<file path="config.mk">
export PLATFORM = sky130hd
export DESIGN_NAME = uart_rx_fifo
export DESIGN_NICKNAME = d
export VERILOG_FILES = /design/src/rtl/uart_pkg.sv /design/src/rtl/sync_fifo.sv /design/src/rtl/uart_rx_fifo.sv
export SDC_FILE = /design/constraint.sdc
export NUM_CORES = 1
export LEC_CHECK = 0
export BUFFER_PORTS_ARGS = -buffer_cell sky130_fd_sc_hd__buf_2
export CORE_AREA = 2 2 143 145
export DETAILED_ROUTE_END_ITERATION = 8
export DIE_AREA = 0 0 145 147
export GPL_ROUTABILITY_DRIVEN = 0
export HOLD_SLACK_MARGIN = 0.08
export PLACE_DENSITY = 0.65
export SYNTH_ARGS = -nofsm -noshare
export SYNTH_HDL_FRONTEND = slang
export SYNTH_SLANG_ARGS = --single-unit
</file>
<file path="constraint.sdc">
create_clock -name clk -period 8.3 [get_ports clk]
set_clock_uncertainty 0.15 [all_clocks]
set_input_delay 0.83 -clock clk [delete_from_list [all_inputs] [get_ports clk]]
set_output_delay 0.83 -clock clk [all_outputs]
set_load 0.02 [all_outputs]
</file>
<file path="src/rtl/uart_pkg.sv">
// uart_pkg: shared types and helpers for the UART receive path.
//   parity_t      : parity mode selector for the receiver parameter.
//   rx_state_t    : receive FSM state encoding.
//   rx_flags_t    : status flags stored above the data bits in each FIFO entry.
//                   A FIFO entry is {rx_flags_t, data[DATA_BITS-1:0]}.
//   clks_per_bit  : integer clocks per bit, truncated.
//   entry_width   : stored entry width for a given data width.
package uart_pkg;

    typedef enum logic [1:0] {
        PARITY_NONE = 2'd0,
        PARITY_EVEN = 2'd1,
        PARITY_ODD  = 2'd2
    } parity_t;

    typedef enum logic [2:0] {
        ST_WAIT_IDLE,
        ST_IDLE,
        ST_START,
        ST_DATA,
        ST_PARITY,
        ST_STOP,
        ST_BREAK_WAIT
    } rx_state_t;

    // Entry layout, MSB first: brk, frame_err, parity_err, then data.
    typedef struct packed {
        logic brk;
        logic frame_err;
        logic parity_err;
    } rx_flags_t;

    localparam int FLAG_BITS = $bits(rx_flags_t);

    function automatic int clks_per_bit(input int clock_hz, input int baud);
        return clock_hz / baud;
    endfunction

    function automatic int entry_width(input int data_bits);
        return data_bits + FLAG_BITS;
    endfunction

endpackage

</file>
<file path="src/rtl/sync_fifo.sv">
// sync_fifo: single-clock first-word fall-through FIFO with valid/ready
// on both sides.
//   clk, reset           : clock, synchronous active-high reset (pointers/count).
//   in_data/in_valid     : write side; in_ready is high when not full, or when
//   in_ready               full but the head is being popped in the same cycle.
//   out_data/out_valid   : head entry and non-empty flag (registered, no bypass).
//   out_ready            : pop when out_valid && out_ready.
//   count                : number of stored entries, 0..DEPTH.
module sync_fifo #(
    parameter int WIDTH = 8,
    parameter int DEPTH = 16
) (
    input  logic                     clk,
    input  logic                     reset,
    input  logic [WIDTH-1:0]         in_data,
    input  logic                     in_valid,
    output logic                     in_ready,
    output logic [WIDTH-1:0]         out_data,
    output logic                     out_valid,
    input  logic                     out_ready,
    output logic [$clog2(DEPTH):0]   count
);

    localparam int AW = $clog2(DEPTH);
    localparam logic [AW:0] FULL_CNT = DEPTH[AW:0];

    logic [WIDTH-1:0] mem [DEPTH];
    logic [AW-1:0]    wr_ptr_q, wr_ptr_d;
    logic [AW-1:0]    rd_ptr_q, rd_ptr_d;
    logic [AW:0]      count_q, count_d;
    logic             push, pop;

    always_comb begin
        out_valid = (count_q != '0);
        // Accepting while full is safe only because the head leaves this cycle.
        in_ready  = (count_q != FULL_CNT) || out_ready;
        push      = in_valid && in_ready;
        pop       = out_valid && out_ready;
        wr_ptr_d  = push ? wr_ptr_q + 1'b1 : wr_ptr_q;
        rd_ptr_d  = pop ? rd_ptr_q + 1'b1 : rd_ptr_q;
        unique case ({push, pop})
            2'b10:   count_d = count_q + 1'b1;
            2'b01:   count_d = count_q - 1'b1;
            default: count_d = count_q;
        endcase
        out_data  = mem[rd_ptr_q];
        count     = count_q;
    end

    always_ff @(posedge clk) begin
        if (reset) begin
            wr_ptr_q <= '0;
            rd_ptr_q <= '0;
            count_q  <= '0;
        end else begin
            wr_ptr_q <= wr_ptr_d;
            rd_ptr_q <= rd_ptr_d;
            count_q  <= count_d;
        end
    end

    always_ff @(posedge clk) begin
        if (push) begin
            mem[wr_ptr_q] <= in_data;
        end
    end

endmodule

</file>
<file path="src/rtl/uart_rx_fifo.sv">
// uart_rx_fifo: parametrised UART receiver feeding a valid/ready FIFO.
//   clk, reset     : system clock, synchronous active-high reset.
//   rx_pin         : asynchronous serial input, idles high.
//   rx_data        : head-of-FIFO data (0 when empty).
//   rx_parity_err  : head entry failed its parity check.
//   rx_frame_err   : head entry had a low stop bit.
//   rx_break       : head entry is a break condition.
//   rx_valid       : FIFO not empty.
//   rx_ready       : consumer pops the head when rx_valid && rx_ready.
//   fifo_count     : number of stored entries.
//   overrun        : one-cycle pulse when a finished frame is dropped (FIFO full).
//   busy           : receive FSM is not in IDLE.
module uart_rx_fifo
    import uart_pkg::*;
#(
    parameter int      CLOCK_HZ   = 20_000_000,
    parameter int      BAUD       = 115200,
    parameter int      DATA_BITS  = 8,
    parameter parity_t PARITY     = PARITY_NONE,
    parameter int      STOP_BITS  = 1,
    parameter int      FIFO_DEPTH = 16
) (
    input  logic                          clk,
    input  logic                          reset,
    input  logic                          rx_pin,
    output logic [DATA_BITS-1:0]          rx_data,
    output logic                          rx_parity_err,
    output logic                          rx_frame_err,
    output logic                          rx_break,
    output logic                          rx_valid,
    input  logic                          rx_ready,
    output logic [$clog2(FIFO_DEPTH):0]   fifo_count,
    output logic                          overrun,
    output logic                          busy
);

    localparam int CPB     = clks_per_bit(CLOCK_HZ, BAUD);
    localparam int HALF    = CPB / 2;
    localparam int CNT_W   = $clog2(CPB);
    localparam int ENTRY_W = entry_width(DATA_BITS);
    localparam bit PAR_EN  = (PARITY != PARITY_NONE);
    localparam bit PAR_ODD = (PARITY == PARITY_ODD);

    // Synchroniser stage
    logic              rx_meta_q, rx_s_q;
    logic [1:0]        settle_q, settle_d;
    logic              sync_ready;

    // Receive FSM stage
    rx_state_t         state_q, state_d;
    logic [CNT_W-1:0]  cyc_cnt_q, cyc_cnt_d;
    logic [3:0]        bit_cnt_q, bit_cnt_d;
    logic [DATA_BITS-1:0] shift_q, shift_d;
    logic              par_err_q, par_err_d;
    logic              frame_err_q, frame_err_d;
    logic              any_one_q, any_one_d;
    logic              tick, frame_err_nxt, any_one_nxt;
    rx_flags_t         flags_v;

    // Push stage
    logic              push_q, push_d;
    logic [ENTRY_W-1:0] entry_q, entry_d;
    logic              busy_q, busy_d;
    logic              overrun_q, overrun_d;

    // FIFO / head stage
    logic              fifo_in_ready;
    logic [ENTRY_W-1:0] fifo_out_data;
    logic              fifo_out_valid;
    rx_flags_t         head_flags;
    logic [DATA_BITS-1:0] head_data;

    // The synchroniser flops come out of reset at 1, which would look like an
    // idle line for two cycles. settle_q holds WAIT_IDLE until both stages
    // carry real pin samples, so a line held low through reset is not decoded.
    assign sync_ready = (settle_q == 2'd2);

    always_ff @(posedge clk) begin
        if (reset) begin
            rx_meta_q   <= 1'b1;
            rx_s_q      <= 1'b1;
            settle_q    <= 2'd0;
            state_q     <= ST_WAIT_IDLE;
            cyc_cnt_q   <= '0;
            bit_cnt_q   <= '0;
            par_err_q   <= 1'b0;
            frame_err_q <= 1'b0;
            any_one_q   <= 1'b0;
            push_q      <= 1'b0;
            busy_q      <= 1'b0;
            overrun_q   <= 1'b0;
        end else begin
            rx_meta_q   <= rx_pin;
            rx_s_q      <= rx_meta_q;
            settle_q    <= settle_d;
            state_q     <= state_d;
            cyc_cnt_q   <= cyc_cnt_d;
            bit_cnt_q   <= bit_cnt_d;
            par_err_q   <= par_err_d;
            frame_err_q <= frame_err_d;
            any_one_q   <= any_one_d;
            push_q      <= push_d;
            busy_q      <= busy_d;
            overrun_q   <= overrun_d;
        end
    end

    // Datapath registers carry no reset; push_q qualifies entry_q.
    always_ff @(posedge clk) begin
        shift_q <= shift_d;
        entry_q <= entry_d;
    end

    always_comb begin
        settle_d      = sync_ready ? settle_q : settle_q + 2'd1;
        state_d       = state_q;
        cyc_cnt_d     = cyc_cnt_q;
        bit_cnt_d     = bit_cnt_q;
        shift_d       = shift_q;
        par_err_d     = par_err_q;
        frame_err_d   = frame_err_q;
        any_one_d     = any_one_q;
        push_d        = 1'b0;
        entry_d       = entry_q;
        flags_v       = '0;
        frame_err_nxt = frame_err_q | ~rx_s_q;
        any_one_nxt   = any_one_q | rx_s_q;
        // START waits half a bit to land mid-bit; later states step a full bit.
        tick = (state_q == ST_START) ? (cyc_cnt_q == CNT_W'(HALF - 1))
                                     : (cyc_cnt_q == CNT_W'(CPB - 1));

        if (state_q inside {ST_START, ST_DATA, ST_PARITY, ST_STOP}) begin
            cyc_cnt_d = tick ? '0 : cyc_cnt_q + 1'b1;
        end

        unique case (state_q)
            ST_WAIT_IDLE: begin
                if (sync_ready && rx_s_q) begin
                    state_d = ST_IDLE;
                end
            end
            ST_IDLE: begin
                if (!rx_s_q) begin
                    state_d   = ST_START;
                    cyc_cnt_d = '0;
                end
            end
            ST_START: begin
                if (tick) begin
                    if (rx_s_q) begin
                        state_d = ST_IDLE;
                    end else begin
                        state_d     = ST_DATA;
                        bit_cnt_d   = '0;
                        par_err_d   = 1'b0;
                        frame_err_d = 1'b0;
                        any_one_d   = 1'b0;
                    end
                end
            end
            ST_DATA: begin
                if (tick) begin
                    shift_d   = {rx_s_q, shift_q[DATA_BITS-1:1]};
                    any_one_d = any_one_nxt;
                    if (bit_cnt_q == 4'(DATA_BITS - 1)) begin
                        bit_cnt_d = '0;
                        state_d   = PAR_EN ? ST_PARITY : ST_STOP;
                    end else begin
                        bit_cnt_d = bit_cnt_q + 4'd1;
                    end
                end
            end
            ST_PARITY: begin
                if (tick) begin
                    par_err_d = ((^shift_q) ^ rx_s_q) != PAR_ODD;
                    any_one_d = any_one_nxt;
                    state_d   = ST_STOP;
                end
            end
            ST_STOP: begin
                if (tick) begin
                    if (bit_cnt_q == 4'(STOP_BITS - 1)) begin
                        push_d    = 1'b1;
                        bit_cnt_d = '0;
                        if (any_one_nxt) begin
                            flags_v.frame_err  = frame_err_nxt;
                            flags_v.parity_err = par_err_q;
                            entry_d = {flags_v, shift_q};
                            state_d = ST_IDLE;
                        end else begin
                            flags_v.brk       = 1'b1;
                            flags_v.frame_err = 1'b1;
                            entry_d = {flags_v, {DATA_BITS{1'b0}}};
                            state_d = ST_BREAK_WAIT;
                        end
                    end else begin
                        bit_cnt_d   = bit_cnt_q + 4'd1;
                        frame_err_d = frame_err_nxt;
                        any_one_d   = any_one_nxt;
                    end
                end
            end
            ST_BREAK_WAIT: begin
                if (rx_s_q) begin
                    state_d = ST_IDLE;
                end
            end
            default: state_d = ST_WAIT_IDLE;
        endcase
    end

    always_comb begin
        busy_d        = (state_d != ST_IDLE);
        overrun_d     = push_q && !fifo_in_ready;
        head_flags    = rx_flags_t'(fifo_out_data[ENTRY_W-1 -: FLAG_BITS]);
        head_data     = fifo_out_data[DATA_BITS-1:0];
        rx_valid      = fifo_out_valid;
        rx_data       = fifo_out_valid ? head_data : '0;
        rx_parity_err = fifo_out_valid && head_flags.parity_err;
        rx_frame_err  = fifo_out_valid && head_flags.frame_err;
        rx_break      = fifo_out_valid && head_flags.brk;
        busy          = busy_q;
        overrun       = overrun_q;
    end

    sync_fifo #(
        .WIDTH (ENTRY_W),
        .DEPTH (FIFO_DEPTH)
    ) u_fifo (
        .clk       (clk),
        .reset     (reset),
        .in_data   (entry_q),
        .in_valid  (push_q),
        .in_ready  (fifo_in_ready),
        .out_data  (fifo_out_data),
        .out_valid (fifo_out_valid),
        .out_ready (rx_ready),
        .count     (fifo_count)
    );

endmodule

</file>
# Word-level counts from Yosys, hierarchy flattened
# Memory sizes are Yosys's and may differ from the RTL's. A register that Yosys moved wholly into a read port is not among the register bits.
# Cells that the tools add are included.
# totals
input_bits,4
output_inout_bits,19
latchBits,0
mem_bits_ro,0
word_cells,123
ram_bits,176
regBits,57
n_memories,1
# op_classes
mul,0
n_mux,43
reduce_logical,27
n_shift,0
n_div,0
n_lt_le_gt_ge,0
add_sub_neg,7
bitwise_logic,6
n_eq_ne,21
# memory_table
name,depth,word_bits,rd,rd_clocked_by_memory_dff,wr,line,rtl
u_fifo.mem,16,11,1,1,1,sync_fifo.sv:27,logic [WIDTH-1:0] mem [DEPTH];
# op_table
cell,n
$mux W8,5
$mux W4,8
$mux W3,10
$pmux W3 S7,1
$add A4 B1 Y4 const B,3
$mux W1,12
$ne A2 B2 Y1 const B,6
$pmux W4 S3,1
$mux W11,1
$pmux W5 S2,1
$reduce_and A5 Y1,2
$eq A3 B3 Y1 const B,3
$add A8 B1 Y8 const B,1
$eq A8 B7 Y1 const B,1
$eq A8 B8 Y1 const B,1
$reduce_xor A8 Y1,1
$logic_and A1 B1 Y1,7
$eq A3 B2 Y1 const B,2
$reduce_and A6 Y1,1
$reduce_bool A2 Y1,3
$reduce_bool A3 Y1,2
$add A5 B1 Y5 const B,1
$ne A5 B5 Y1 const B,1
$reduce_bool A5 Y1,1
24 further kinds,29

# Longest topological paths before layout
# Gate-level depths: netlist (run 1).
# depth
depth_word,6
ltp_mapped,11
ltp_nobuf,11

# Cells and area by module
# From an unflattened synthesis (run 1), not the netlist that was laid out.
# hier_totals
cells_unflattened,611
area_unflattened_um2,9857.0
# by_module_without_submodules
mod,cells_per_inst,seq_area_each_um2,n_inst,area_each_um2
sync_fifo,390,5625.4,1,7619.8
uart_rx_fifo,221,1071.0,1,2237.1

# Least setup slack after synthesis (run 1)
# Ideal clock, no wire load.
# synth_timing
path_type,reg2reg
from,"register u_fifo.count_q[0], in the netlist u_fifo.count[0]"
to,"register u_fifo.count_q[4], in the netlist u_fifo.count[4]"
synth_period_minus_slack_ns,3.177
setup_time_ns,0.071
n_path_buf,0
setup_slack_ns,5.123
arrival_time_ns,2.957
stages_incl_launch_ff,12
t_required_ns,8.079
path_cell_list,dfxtp_1 > nor4_1 > a31oi_2 > inv_1 > ha_1 > inv_1 > fa_1 > nor2b_1 > o21ai_0 > and3_1 > or4_1 > a21oi_1
# synth_via
elab_chain_len,5
word_cells_on_any_way,11
cone_classes,add/sub (2); eq/ne (3); mux (1); reduce/logical (5)
# synth_lines
item,line,rtl
start: declaration,sync_fifo.sv:30,"logic [AW:0] count_q, count_d;"
start signal: assignment,sync_fifo.sv:58,count_q <= count_d;
$ne A5 B5 Y1,sync_fifo.sv:36,in_ready = (count_q != FULL_CNT) || out_ready;
$logic_or A1 B1 Y1,sync_fifo.sv:36,
$logic_and A1 B1 Y1,sync_fifo.sv:37,push = in_valid && in_ready;
$eq A2 B1 Y1 or $eq A2 B2 Y1 (tied branches),sync_fifo.sv:41,"unique case ({push, pop})"
$pmux W5 S2 or $reduce_bool A2 Y1 (tied branches),--,
# Parallel ways exist; a longest one is shown, timed or not.
# A chain may end at the register's enable or synchronous reset.

==> results.cfg, run 1 <==
[synthesis]
yosysWarnings = 0
synth-xor-area-share = 0.0255
synth-compound-area-share = 0.0345
yosys.area_share.simple = 0.0797
yosysSeqAreaShare = 0.687
synth_seq_cells = 237
synth-adder-area-share = 0.0187
yosys-mux-area-fraction = 0.132
synthesis.area_sq_mm = 0.00975
ys_async_sr_fraction = 0
syn_avg_cell_area_sq_um = 16.9
synthCells = 576
synth_edf_count = 195
synth_top_family_by_area = multiplexers
synth_ff_type = edfxtp_1
synth_cell_types = 61
synthesis.nets = 594

[critical_path]
crit_chain = buf_4, mux4_2, mux4_2, and2_1, buf_2
reg2reg_depth = 11
critPathKind = register to output pin
cp_max_fo = 44
r2r-start = u_fifo.count[0]
r2r-end = u_fifo.count[4]
critPathSlowestCell = buf_4
arrival_ns = 2.98
crit_required_ns = 7.32
crit_path_start_kind = register
worst-r2r-setup-slack_ns = 4.70
crit_top_cell = mux4_2
cp-end-kind = output pin
cpPeakStageDelay_ns = 0.67

[min_path]
worstHoldPathType = register to register
hold_path_depth = 1
min-delay-start = rx_meta_q
hold_end = rx_s_q

[sta]
fin_crit_ns = 3.96
slew_headroom = 0.321
period_share = 0.477
worst_pin_slew_ns = 1.02
fmax_ghz = 0.252
setup-violations-final = 0
maxSlewViolCount = 0
rsz0062_at_grt = no
hold_violations = 0
fin_tns_setup_ns = 0

[place]
placed_area_sq_mm = 0.0101
dpl.cell_count = 847
port_buffers = 22
dp_hpwl_um = 11300

[final_layout]
diodes = 0
syn_to_final_growth_pct = 12.5
final_area_sq_mm = 0.0110
final_nets = 622
regArea_sq_mm = 0.00670
stdcell_count = 893
n_fill_cell = 1511
multiInputGateArea_sq_mm = 0.00287
layout-drive-gt1-share = 0.234

[die]
initial_core_util = 0.491
die_h_um = 147
rows = 52
ios = 23
die_w_um = 145
core_sq_mm = 0.0198
die_area_sq_mm = 0.0213

[clocking]
clockBufferDepth = 3
post_cts_buffers = 0
clkLatencyLatePin_ns = 0.53
clock-sinks = 237
clk_pin_slew_ns = 0.06
cts_hold_buffers = 0
clockRootBuffer = clkbuf_16
tritoncts = done
h-tree-depth = 1
cts_buffers = 25
post_cts_resized = 0

[grt]
grt_start_max_net_pins = 45
grt_first_pass_wirelength_um = 30400
grt_pass1_vias = 5306
grt_usage = 0.187
overflow = 0
antenna_found_initial = 0

[detailed_routing]
ant_nets = 0
viasPerCell = 5.70
wl_um = 19300
drt-wirelength-per-cell_um = 21.6
drtIter0Drc = 335
vias = 5091
firstDrtPassIters = 5
drc = 0

[pwr]
power_density_mw_per_mm2 = 222
p_leak_uw = 0.00355
vdd_ir_drop_max_v = 0.000154

[outcome]
status = complete, no violations

[job]
cap_violations = 0
cells in the mapped netlist (all sizes together), types with 2 or more instances:
library cell / number / area share
a31o: 2 / 0.0018
nand4: 9 / 0.0064
or2: 3 / 0.0019
o21bai: 2 / 0.0015
mux2i: 5 / 0.0051
dfxtp: 42 / 0.086
xor2: 11 / 0.011
o311ai: 3 / 0.0027
nor2b: 15 / 0.0096
o31ai: 2 / 0.0015
xnor2: 14 / 0.013
or4: 2 / 0.0015
nand3: 8 / 0.0046
nand2: 15 / 0.0058
buf: 12 / 0.0090
nor2: 36 / 0.014
a31oi: 2 / 0.0019
or3b: 2 / 0.0018
edfxtp: 195 / 0.60
ha: 13 / 0.017
nor4: 6 / 0.0038
a21oi: 17 / 0.0091
and2b: 2 / 0.0017
mux4: 55 / 0.13
nor3: 13 / 0.0067
a21o: 3 / 0.0023
o21ai: 4 / 0.0021
inv: 20 / 0.0077
and2: 19 / 0.012
o311a: 2 / 0.0021
a211oi: 3 / 0.0023
nand2b: 6 / 0.0038
clkbuf: 16 / 0.0062
sequential cells by signal (all words and copies together), names as in the netlist, named ones only:
register / cells
u_fifo.mem: 176
entry_q: 11
cyc_cnt_q: 8
shift_q: 8
u_fifo.count: 5
bit_cnt_q: 4
u_fifo.rd_ptr_q: 4
u_fifo.wr_ptr_q: 4
state_q: 3
settle_q: 2
any_one_q: 1
busy: 1
frame_err_q: 1
overrun: 1
par_err_q: 1
push_q: 1
rx_meta_q: 1
rx_s_q: 1
critical path, delay by kind of cell, from the launching register on:
family / cells / cell delay [ns]
DFF: 1 / 0.31
and+or+nand+nor: 1 / 0.18
buffers and inverters: 2 / 0.82
muxes: 2 / 1.10
logic make-up after synthesis:
family,count (synthesis)
and+or+nand+nor,143
adders and majority gates,14
AOI/OAI and AO/OA,48
muxes,60
buffers and inverters,48
xor gates and xnor gates,26
DFF,237
how the worst max path moves through the flow:
stage	start	end	cells after the start
after global placement	u_fifo.count[0]	u_fifo.count[4]	11
after floorplan	u_fifo.count[0]	u_fifo.count[4]	11
after global routing	register	rx_data[0]	5
after CTS	register	rx_data[0]	5
final	register	rx_data[6]	5
after detailed placement	u_fifo.count[0]	u_fifo.count[4]	11
stage by stage:
| step | worst slack (ns) | util | total power (uW) | hold slack, ns |
|---|---|---|---|---|
| final | 4.34 | 0.553 | 2430 | 0.259 |
| after global routing | 4.12 | 0.553 | 2510 | 0.274 |
| after CTS | 4.26 | 0.553 | 2460 | 0.258 |
| after detailed placement | 4.71 | 0.511 | 1360 | 0.243 |
| after global placement | 4.83 | 0.511 | 1360 | 0.250 |
| after floorplan | 5.12 | - | 1350 | 0.239 |
power by group:
part           total, uW  internal (uW)  switching (uW)  leakage, uW
Sequential          1290           1280            10.9      0.00210
Clock               1100            651             449     0.000404
Combinational       46.2           19.9            26.3      0.00104
area by class of cell:
class / instances / area share
clock buffers: 38 / 0.0672
clock inverters: 8 / 0.00832
inverters: 20 / 0.00684
multi-input cells: 291 / 0.261
flip-flops and latches: 237 / 0.611
well taps: 270 / 0.0308
repair buffers: 29 / 0.0148
layer usage:
| metal | wire [um] | GRT usage | vias up |
|---|---|---|---|
| li1 | - | - | 2292 |
| met1 | 8150 | 0.260 | 2598 |
| met2 | 9590 | 0.311 | 171 |
| met3 | 1150 | 0.0289 | 30 |
| met4 | 373 | 0.0540 | 0 |
| met5 | 0 | 0 | - |
cells in the final DEF (no fill, tap or decap), types with 14 or more instances in the layout:
master     Yosys  final
nor2_1        36     32
nor2b_1       15     15
clkbuf_16      0     26
and2_1        19     19
buf_2          1     22
edfxtp_1     195    195
xnor2_1       14     14
dfxtp_1       42     40
nand2_1       15     15
mux4_2        55     55
a21oi_1       16     16
inv_1         20     20
No activity file was read; power rests on OpenSTA's default activity.
==> run 2: changes to the inputs <==
- clock period: 8.3 -> 4.1 ns (I/O delays scaled with it)
==> run 2 against run 1 <==
Effect of this change: first-iteration DRC count shrank 4.8%; final area grew 0.22%; die area is the same; critical path type is now register to register; critical path depth grew 6; utilization grew 0.12 points; global-route usage shrank 0.19 points; sequential share of layout area shrank 0.13 points; combinational power grew 110%.
==> results.cfg, run 2 (synthesis gave the netlist of run 1 again) <==
[outcome]
status = complete, no violations

[die]
initial_core_util = 0.491
die_w_um = 145
die_h_um = 147
die_area_sq_mm = 0.0213
rows = 52
ios = 23
core_sq_mm = 0.0198

[grt]
antenna_found_initial = 0
grt_first_pass_wirelength_um = 30300
grt_usage = 0.185
grt_pass1_vias = 5381
overflow = 0
grt_start_max_net_pins = 45

[critical_path]
arrival_ns = 3.90
r2r-start = u_fifo.count[0]
cp_max_fo = 8
reg2reg_depth = 11
crit_path_start_kind = register
r2r-end = u_fifo.count[4]
crit_required_ns = 4.39
worst-r2r-setup-slack_ns = 0.49
critPathKind = register to register
cp-end-kind = register

[min_path]
min-delay-start = reset
hold_end = u_fifo.wr_ptr_q[2]
hold_path_depth = 2
worstHoldPathType = input pin to register

[final_layout]
n_fill_cell = 1565
final_area_sq_mm = 0.0110
syn_to_final_growth_pct = 12.7
layout_common_cells = 195 x edfxtp_1, 55 x mux4_2, 40 x dfxtp_1
diodes = 0
reg.largest.list = u_fifo.mem x176, entry_q x11
stdcell_count = 894
largest_reg_flops = 176
regMostFlops = u_fifo.mem
final_nets = 625
layout-drive-gt1-share = 0.229
final_common_cell = edfxtp_1

[sta]
rsz0062_at_grt = no
slew_headroom = 0.327
maxSlewViolCount = 0
fin_tns_setup_ns = 0
hold_violations = 0
fin_crit_ns = 3.61
fmax_ghz = 0.277
worst_pin_slew_ns = 1.01
setup-violations-final = 0
period_share = 0.881

[detailed_routing]
vias = 5091
viasPerCell = 5.69
drtIter0Drc = 319
drc = 0
ant_nets = 0
wl_um = 19200
drt-wirelength-per-cell_um = 21.5
firstDrtPassIters = 4

[clocking]
clkLatencyLatePin_ns = 0.51
cts_buffers = 24
clk_pin_slew_ns = 0.06
post_cts_buffers = 0
clockRootBuffer = clkbuf_16
post_cts_resized = 0
tritoncts = done
h-tree-depth = 1
clock-sinks = 237
clockBufferDepth = 3
cts_hold_buffers = 2

[place]
dpl.cell_count = 849
dp_hpwl_um = 11800
placed_area_sq_mm = 0.0102
port_buffers = 22

[pwr]
p_leak_uw = 0.00356
power_density_mw_per_mm2 = 446
vdd_ir_drop_max_v = 0.000265

[job]
cap_violations = 0
run 2: cell types whose count changed in the layout (fill, tap and decap cells not counted), moves of 2 or more:
cell and delta:
clkinv_1 +7, clkinvlp_4 -2, bufinv_16 +3, clkbuf_8 -4, clkinv_2 +2, clkbuf_1 -5, dlygate4sd3_1 +2
run 2: per-stage QoR:
step	worst slack (ns)	utilization	hold slack (ns)	total power, uW
6_report	0.486	0.554	0.208	4910
3_3_place_gp	0.720	0.513	0.251	2750
2_1_floorplan	0.923	-	0.239	2730
3_5_place_dp	0.514	0.513	0.245	2750
4_1_cts	0.505	0.554	0.197	4950
5_1_grt	0.110	0.554	0.237	5060
run 2: how the worst max path moves through the flow:
stage / from / end / slack, ns / depth (start not counted)
2_1_floorplan: u_fifo.count[0] / u_fifo.count[4] / 0.92 / 11
3_3_place_gp: u_fifo.count[0] / u_fifo.count[4] / 0.72 / 11
3_5_place_dp: u_fifo.count[0] / u_fifo.count[4] / 0.51 / 11
4_1_cts: u_fifo.count[0] / u_fifo.count[4] / 0.50 / 11
5_1_grt: u_fifo.count[0] / u_fifo.count[4] / 0.11 / 11
6_report: u_fifo.count[0] / u_fifo.count[4] / 0.49 / 11
run 2: worst max-delay path, cell delays in order (launching register included):
cell and delay [ns]:
dfxtp_1 0.36, nor4_1 0.62, a31oi_2 0.30, inv_1 0.29, ha_1 0.29, inv_1 0.10, fa_1 0.39, nor2b_1 0.17
o21ai_0 0.12, and3_1 0.21, or4_1 0.40, a21oi_1 0.14
run 2: area by class of cell:
type	instances	area, sq um	share of cell area
clock buffer	27	633	0.0576
clock inverter	16	171	0.0156
inverter	20	75.1	0.00683
multi-input combinational	291	2870	0.261
sequential	237	6700	0.609
tap	270	338	0.0307
timing repair buffer	33	210	0.0191
run 2: per-layer routing:
layer	GRT usage	vias up	part of all wire
met4	0.0569	0	0.022
met5	0	-	0
met1	0.252	2615	0.43
li1	-	2298	-
met3	0.0273	32	0.055
met2	0.314	146	0.50
run 2: power breakdown:
part	switching, uW	total, uW	internal, uW
Sequential	23.0	2610	2590
Clock	850	2200	1350
Combinational	54.4	96.3	42.0
==> run 3: changes to the inputs <==
- ABC_AREA: default -> 1
- CORE_AREA: 2 2 143 145 -> 2 2 145 147
- DIE_AREA: 0 0 145 147 -> 0 0 147 149
- PLACE_DENSITY: 0.65 -> 0.67
==> run 3 against run 2 <==
Effect of this change: sequential cell count unchanged; final cell count rose by 33%; non-clock buffer count is 10 higher; critical path depth fell by 3; total power up 33%; clock power is 3% higher; via count increased by 29%; final area rose by 2.3%; clock-buffer cell count up 5; critical path type is now register to output pin; critical endpoint is now rx_frame_err.
==> results.cfg, run 3 <==
[detailed_routing]
viasPerCell = 5.50
drt-wirelength-per-cell_um = 17.9
ant_nets = 0
vias = 6548
wl_um = 21300
drtIter0Drc = 478
firstDrtPassIters = 5
drc = 0

[final_layout]
diodes = 0
largest_reg_flops = 176
n_fill_cell = 1763
layout-drive-gt1-share = 0.139
regMostFlops = u_fifo.mem
final_common_cell = edfxtp_1
final_nets = 915
syn_to_final_growth_pct = 13.1
layout_common_cells = 195 x edfxtp_1, 164 x nor2_1, 110 x o21ai_0
reg.largest.list = u_fifo.mem x176, entry_q x11

[synthesis]
synthesis.area_sq_mm = 0.00994
ys_async_sr_fraction = 0
ys_top_cells_by_area = edfxtp_1 59%, dfxtp_1 8.5%, nor2_1 6.2%
netlist.area_leader.share = 0.589
synth.most_common_cell = edfxtp_1
synth_edf_count = 195
synthesis.nets = 882
synthCells = 864
synth_cell_types = 37
yosysSeqAreaShare = 0.673
synth_seq_cells = 237
yosysWarnings = 0
synth_common_cells = 195 x edfxtp_1, 165 x nor2_1, 110 x o21ai_0
yosys.area.top_type = edfxtp_1
syn_avg_cell_area_sq_um = 11.5
synth_ff_type = edfxtp_1

[clocking]
h-tree-depth = 1
tritoncts = done
cts_hold_buffers = 3
clock-sinks = 237
clockBufferDepth = 3
cts_buffers = 25
post_cts_resized = 0
clk_pin_slew_ns = 0.06
clockRootBuffer = clkbuf_16
post_cts_buffers = 0
clkLatencyLatePin_ns = 0.52

[pwr]
power_uw = 6500
vdd_ir_drop_max_v = 0.000337
p_leak_uw = 0.00400
power_density_mw_per_mm2 = 578

[grt]
grt_start_max_net_pins = 89
grt_first_pass_wirelength_um = 33700
overflow = 0
antenna_found_initial = 0
grt_pass1_vias = 6350
grt_usage = 0.196

[critical_path]
reg2reg_depth = 13
critPathSlowestCell = buf_4
cp-end-kind = output pin
worst-r2r-setup-slack_ns = 1.31
cp_max_fo = 88
r2r-start = u_fifo.count[0]
crit_chain = buf_4, o21ai_0, o22ai_1, nor2_1, nor2_1, o21ai_0, a21oi_1, buf_2
crit_path_start_kind = register
crit_required_ns = 3.54
critPathKind = register to output pin
arrival_ns = 2.76
r2r-end = u_fifo.count[4]
cpPeakStageDelay_ns = 0.67

[die]
initial_core_util = 0.484
die_h_um = 149
core_sq_mm = 0.0206
rows = 53
die_w_um = 147
ios = 23
die_area_sq_mm = 0.0219

[place]
pre_cts_ws_ns = 1.33
dp_hpwl_um = 12800
port_buffers = 22

[outcome]
status = complete, no violations

[sta]
fmax_ghz = 0.301
period_share = 0.809
maxSlewViolCount = 0
fin_tns_setup_ns = 0
fin_crit_ns = 3.32
slew_headroom = 0.273
setup-violations-final = 0
hold_violations = 0
rsz0062_at_grt = no
worst_pin_slew_ns = 1.09
setup_slack_ns = 0.782

[job]
cap_violations = 0

[min_path]
hold_end = rx_s_q
hold_path_depth = 1
min-delay-start = rx_meta_q
worstHoldPathType = register to register
==> run 3: changes by cell type in the layout (fill, tap and decap cells not counted), sizes merged, moves of 26 or more <==
cell	change
inv	+41
mux4	-55
nand2	+57
nand3	+26
nor2	+140
o21ai	+110
o221ai	+33
==> run 3: critical path, delay by kind of cell, from the launching register on <==
family	cells	cell delay, ns
AO/OA/AOI/OAI	4	0.83
flip-flops	1	0.33
buffers and inverters	2	0.88
AND/OR/NAND/NOR	2	0.16
==> run 3: metrics by stage <==
step	cell area, sq um	util	hold slack [ns]	instances
after floorplan	9940	-	0.239	864
after global routing	11200	0.547	0.289	1190
after CTS	11200	0.547	0.257	1190
after global placement	10400	0.505	0.246	1142
after detailed placement	10400	0.505	0.244	1142
final	11200	0.547	0.258	1190
==> run 3: per-layer routing <==
layer / track usage / vias to the layer above / share of wire
li1: - / 3144 / -
met1: 0.268 / 3147 / 0.44
met2: 0.329 / 217 / 0.47
met3: 0.0324 / 40 / 0.073
met4: 0.0558 / 0 / 0.020
met5: 0 / - / 0
==> run 3: worst max path at each step <==
stage / start / end / slack, ns / depth (start not counted)
6_report: register / rx_frame_err / 0.78 / 8
3_3_place_gp: u_fifo.count[0] / u_fifo.count[4] / 1.41 / 13
5_1_grt: register / rx_frame_err / 0.56 / 8
4_1_cts: register / rx_frame_err / 0.79 / 8
3_5_place_dp: u_fifo.count[1] / u_fifo.count[4] / 1.33 / 13
2_1_floorplan: u_fifo.count[0] / u_fifo.count[4] / 1.38 / 13
==> run 3: logic make-up after synthesis <==
group                      after synthesis  share of synthesized area
buffers and inverters                  100                     0.0386
AOI/OAI and AO/OA                      199                      0.118
and+or+nand+nor                        304                      0.143
xor gates and xnor gates                 9                    0.00793
muxes                                    1                    0.00101
DFF                                    237                      0.673
adders and majority gates               14                     0.0184
==> run 3: area by class of cell <==
type,instances,area [sq um],area share
Sequential cell,237,6700,0.596
Multi-Input combinational cell,527,2870,0.255
Clock buffer,32,682,0.0606
Tap cell,275,344,0.0306
Timing Repair Buffer,43,275,0.0245
Inverter,63,236,0.0210
Clock inverter,13,145,0.0129
==> run 3: where the power goes <==
part	switching, uW	total (uW)	internal (uW)
Clock	903	2260	1360
Combinational	1100	1580	478
Sequential	43.1	2660	2620
